--- src/rtl/keccak_padder_stream.sv ---
// rtl/keccak_padder_stream.sv - streaming Keccak pad10*1 padder packing W-bit words into RATE-bit blocks
module keccak_padder_stream #(
  parameter int unsigned W      = 64,
  parameter int unsigned RATE   = 576,
  parameter logic [7:0]  DSBYTE = 8'h06
) (
  input  logic                   clk,
  input  logic                   reset_n,
  input  logic [W-1:0]           in,
  input  logic                   in_valid,
  input  logic                   is_last,
  input  logic [$clog2(W/8):0]   byte_num,
  output logic                   in_ready,
  output logic [RATE-1:0]        out,
  output logic                   out_valid,
  output logic                   out_last,
  input  logic                   out_ack
);

  localparam int unsigned N   = RATE / W;
  localparam int unsigned NB  = W / 8;
  localparam int unsigned CW  = $clog2(N + 1);
  localparam int unsigned BNW = $clog2(NB) + 1;

  localparam logic [CW-1:0]  CNT_FULL = CW'(N);
  localparam logic [CW-1:0]  CNT_LAST = CW'(N - 1);
  localparam logic [BNW-1:0] BN_MAX   = BNW'(NB);

  localparam logic [1:0] S_ABSORB = 2'd0;
  localparam logic [1:0] S_PAD    = 2'd1;
  localparam logic [1:0] S_FULL   = 2'd2;

  logic [1:0]      state;
  logic [RATE-1:0] blk;
  logic [CW-1:0]   cnt;
  // pad_done: the 8'h80 terminator is already in the buffer
  logic            pad_done;
  // pending_ds: message ended on a word boundary, DSBYTE still owed
  logic            pending_ds;
  // msg_end: the block being assembled belongs to a finished message
  logic            msg_end;
  logic [BNW-1:0]  bn;
  logic [W-1:0]    last_word;
  logic [W-1:0]    pad_word;
  logic            accept;
  logic            last_slot;

  assign bn        = (byte_num > BN_MAX) ? BN_MAX : byte_num;
  assign last_slot = (cnt == CNT_LAST);
  assign in_ready  = (state == S_ABSORB) && (cnt < CNT_FULL);
  assign accept    = in_valid && in_ready;
  assign out       = blk;
  assign out_valid = (state == S_FULL);
  assign out_last  = (state == S_FULL) && pad_done;

  // Final partial word: keep bn data bytes from the MSB end, then DSBYTE, then zeros
  always_comb begin
    last_word = '0;
    for (int i = 0; i < NB; i++) begin
      if (BNW'(i) < bn) begin
        last_word[W-1-8*i -: 8] = in[W-1-8*i -: 8];
      end else if (BNW'(i) == bn) begin
        last_word[W-1-8*i -: 8] = DSBYTE;
      end
    end
    if (last_slot) begin
      last_word[7:0] = last_word[7:0] | 8'h80;
    end
  end

  // Padding word: owed DSBYTE at the MSB end, terminator in the LSB byte of the final slot
  always_comb begin
    pad_word = '0;
    if (pending_ds) begin
      pad_word[W-1 -: 8] = DSBYTE;
    end
    if (last_slot) begin
      pad_word[7:0] = pad_word[7:0] | 8'h80;
    end
  end

  // Absorb / pad / hand-off sequencing; a full buffer is offered on the edge after its last slot fills
  always_ff @(posedge clk or negedge reset_n) begin
    if (!reset_n) begin
      state      <= S_ABSORB;
      blk        <= '0;
      cnt        <= '0;
      pad_done   <= 1'b0;
      pending_ds <= 1'b0;
      msg_end    <= 1'b0;
    end else begin
      case (state)
        S_ABSORB: begin
          if (cnt == CNT_FULL) begin
            state <= S_FULL;
          end else if (accept) begin
            cnt <= cnt + 1'b1;
            if (!is_last) begin
              blk <= {blk[RATE-W-1:0], in};
            end else if (bn != BN_MAX) begin
              blk        <= {blk[RATE-W-1:0], last_word};
              pad_done   <= last_slot;
              pending_ds <= 1'b0;
              msg_end    <= 1'b1;
              state      <= S_PAD;
            end else begin
              blk        <= {blk[RATE-W-1:0], in};
              pad_done   <= 1'b0;
              pending_ds <= 1'b1;
              msg_end    <= 1'b1;
              state      <= S_PAD;
            end
          end
        end
        S_PAD: begin
          if (cnt == CNT_FULL) begin
            state <= S_FULL;
          end else begin
            blk        <= {blk[RATE-W-1:0], pad_word};
            cnt        <= cnt + 1'b1;
            pending_ds <= 1'b0;
            if (last_slot) begin
              pad_done <= 1'b1;
            end
          end
        end
        S_FULL: begin
          if (out_ack) begin
            cnt <= '0;
            if (msg_end && !pad_done) begin
              state <= S_PAD;
            end else begin
              state    <= S_ABSORB;
              msg_end  <= 1'b0;
              pad_done <= 1'b0;
            end
          end
        end
        default: begin
          state <= S_ABSORB;
        end
      endcase
    end
  end

endmodule

--- config.mk ---
export PLATFORM = sky130hd
export DESIGN_NAME = keccak_padder_stream
export DESIGN_NICKNAME = d
export VERILOG_FILES = /design/src/rtl/keccak_padder_stream.sv
export SDC_FILE = /design/constraint.sdc
export NUM_CORES = 1
export LEC_CHECK = 0
export BUFFER_PORTS_ARGS = -buffer_cell sky130_fd_sc_hd__buf_2
export CORE_AREA = 2 2 253 255
export DETAILED_ROUTE_END_ITERATION = 7
export DIE_AREA = 0 0 255 257
export PLACE_DENSITY = 0.65
export SLEW_MARGIN = 20
export SYNTH_ARGS = -nofsm -noshare
export SYNTH_HDL_FRONTEND = slang
export SYNTH_SLANG_ARGS = --single-unit
export TNS_END_PERCENT = 50
--- constraint.sdc ---
create_clock -name clk -period 1.8 [get_ports clk]
set_input_delay 0.36 -clock clk [delete_from_list [all_inputs] [get_ports clk]]
set_output_delay 0.36 -clock clk [all_outputs]
set_load 0.05 [all_outputs]
==> flow_summary.ini <==
[job]
maxCapViolCount = 0

[floorplanning]
rows = 92
die_h_microns = 257
initial_core_util_pct = 39.8
die-area_sq_um = 65500
die_w_microns = 255
core_sq_um = 62700
io_pins = 652

[min_path]
hold-path-cell-count = 3
hold_class = input pin to register

[critical_path]
cp.required_ns = 2.28
critPathTopFamily = buffers and inverters
cp_data_arrival_time_ns = 2.60
critPathBufInv = 5
path_common_cell = buf_4
reg2regPathDepth = 9
worstSetupPathType = register to register
cpPeakStageDelay_ns = 0.39
crit_fanout = 12
path_depth = 9
crit_chain = buf_4 -> ha_2 -> nor2b_4 -> o21ai_4 -> buf_12 -> buf_16 -> buf_4 -> clkbuf_16 -> mux2_4
slowest_stage = dfrtp_1
setup.worst_path.end_class = register
worstSetupStartpointType = register

[placement]
dp_hpwl_mm = 48.1
port_buffers = 651
routabilityCongestion = 0.860

[timing]
drv_slew = 0
rsz0062_at_grt = yes
max_freq_mhz = 473
clock_skew_ns = 0.0139
setup_viol = 587
timing.final.crit_share_pct = 117
setup_slack_ns = -0.314
worst_slew_pin_slew_ns = 0.621
whs_ns = 0.0657
final_hold_viol_count = 0
relSlewSlack_pct = 58.0
fin_crit_ns = 2.11

[yosys]
ys_ff_latch = 585
ys_warn_count = 0
synth.distinct_cells = 48
syn_inst = 1401
synth_sequential_area_ratio_pct = 58.6
syn-cell-area_sq_um = 25000
syn_avg_cell_area_sq_um = 17.8
synth_nets = 1482

[clocking]
cts_made_buffers = 60
h-tree-depth = 2
cts_buffer_depth = 3
path_clk_slew_ns = 0.06
cts_tree = done
clock_latency_ns = 0.61
cts_root_buffer = clkbuf_16
clock-sinks = 585

[detailed_routing]
vias = 15300
remaining_drc_errors = 0
wl_per_cell_microns = 21.7
postRouteAntennaNets = 0
drt_iter0_markers = 746
vias_per_cell = 4.84
drt-total-wl_mm = 68.7
first_pass_iters = 4

[grt]
grt_usage_pct = 20.1
grt_pass1_wl_mm = 102
grt_pass1_vias = 16000
grt_overflow = 0
grt_max_degree = 85
antenna_found_initial = 12

[cells_and_area]
seq_area_sq_um = 14600
fin_nets = 2357
drive_gt1_share_pct = 63.8
area_growth_pct = 34.0
n_fill_cell = 5118
multi_input_area_sq_um = 9210

[status]
status = complete, but fails checks
violations = setup timing
## per-layer routing
| layer | wire [microns] | global-route usage (%) |
|---|---|---|
| met5 | 94 | 0 |
| met4 | 3030 | 9.03 |
| met3 | 3850 | 4.26 |
| met1 | 27400 | 25.1 |
| met2 | 34300 | 33.5 |
## area by class of cell
type                    instances  area share (%)
diodes                          4          0.0299
clock buffers                  84            5.14
clock inverters                19           0.594
inverters                      36           0.403
multi-input cells             708            27.5
flip-flops and latches        585            43.7
well taps                     846            3.16
repair buffers                885            19.5
## kinds of logic after synthesis
kind of cell / Yosys count / share of synthesized area, %
buffers and inverters: 108 / 5.33
DFF: 585 / 58.6
muxes: 550 / 31.8
and+or+nand+nor: 73 / 1.54
adders and majority gates: 8 / 0.401
AOI/OAI and AO/OA: 77 / 2.31
## cell usage after synthesis (all sizes together)
library cell	instances	area share (%)
o211ai	1	0.030
nand3	3	0.060
a21o	2	0.060
o31ai	3	0.090
nor3b	1	0.030
o21bai	4	0.12
or2	3	0.075
and3	1	0.025
o41ai	1	0.035
a31oi	1	0.025
and4bb	1	0.050
o21ai	13	0.28
ha	8	0.40
nand4b	1	0.035
nor3	3	0.060
or3	1	0.025
a21boi	3	0.090
a22o	30	1.1
nand2	30	0.45
nand3b	4	0.12
mux2	520	31
mux2i	30	1.2
clkbuf	4	0.060
dfrtp	585	59
nor4bb	1	0.040
and2	1	0.025
and3b	2	0.070
a221o	1	0.040
nand4	1	0.025
o2bb2ai	3	0.11
nand2b	8	0.23
nor2b	4	0.10
a22oi	3	0.090
a311oi	1	0.035
nor2	8	0.12
inv	36	0.54
buf	68	4.7
a211oi	1	0.050
a21oi	10	0.22
## metrics by stage
stage	instance area [sq um]	cells	utilization (%)	setup WS (ns)	setup TNS (ns)
detailed placement	29300	2941	46.8	-0.348	-134.21
floorplan	25000	1401	-	-0.156	-47.97
CTS	32700	3124	52.1	-0.332	-132.90
global placement	29300	2941	46.8	-0.288	-118.90
global route	33500	3167	53.4	-0.387	-172.35
finish	33500	3167	53.4	-0.314	-133.06
## final timing paths
path	to	startpoint	slack [ns]
worst max-delay path	out[442]	state[0]	-0.31
worst min-delay path	out[18]	in[18]	0.07
worst max register to register	out[442]	state[0]	-0.31
worst min register to register	out[539]	out[539]	0.50
max in group asynchronous	out[319]	reset_n	0.75
min in group asynchronous	out[552]	reset_n	0.22
## sequential cells by signal, indices dropped and copies added, names as in the netlist
register    flops
out           576
state           2
msg_end         1
pad_done        1
cnt             4
pending_ds      1
## cell usage in the layout, fill, tap and decap left out, types with 3 or more instances in the layout
| cell | synthesis | final |
|---|---|---|
| a22oi_1 | 3 | 3 |
| o31ai_1 | 3 | 3 |
| o21bai_1 | 4 | 4 |
| ha_1 | 8 | 3 |
| nand3b_1 | 4 | 4 |
| inv_1 | 36 | 31 |
| buf_4 | 6 | 85 |
| ha_4 | 0 | 4 |
| diode_2 | 0 | 4 |
| clkinvlp_4 | 0 | 3 |
| or2_2 | 3 | 3 |
| bufbuf_16 | 0 | 3 |
| buf_2 | 4 | 647 |
| o21ai_0 | 11 | 10 |
| inv_2 | 0 | 5 |
| nor3_1 | 3 | 3 |
| mux2_2 | 39 | 28 |
| buf_16 | 0 | 24 |
| dfrtp_1 | 585 | 585 |
| clkbuf_1 | 4 | 11 |
| nor2_1 | 8 | 6 |
| a21oi_4 | 0 | 3 |
| buf_6 | 5 | 17 |
| buf_12 | 53 | 37 |
| a22o_1 | 30 | 30 |
| a21oi_1 | 9 | 6 |
| clkbuf_8 | 0 | 13 |
| clkbuf_16 | 0 | 72 |
| buf_8 | 0 | 13 |
| o2bb2ai_1 | 3 | 3 |
| mux2i_1 | 30 | 30 |
| dlygate4sd3_1 | 0 | 47 |
| nand3_1 | 3 | 3 |
| nand2b_1 | 7 | 7 |
| nand2_1 | 30 | 29 |
| mux2_4 | 480 | 492 |
| clkinv_2 | 0 | 8 |
## timing repair
item | CTS | global route
hold buffers | 47 | 0
gates cloned | 16 | 15
buffers inserted | 18 | 28
resized for setup | 67 | 66
endpoints found under the hold margin | 222 | 0
pin swaps | 4 | 6
endpoints found under the setup margin | 575 | 587
## worst min-delay path: cells and delay by family
family	cells	cell delay, ns
compound gates	2	0.18
buf+inv	1	0.09
Power is not shown: default switching activity piles up to over one toggle a cycle in this logic, so the estimate is an artifact.
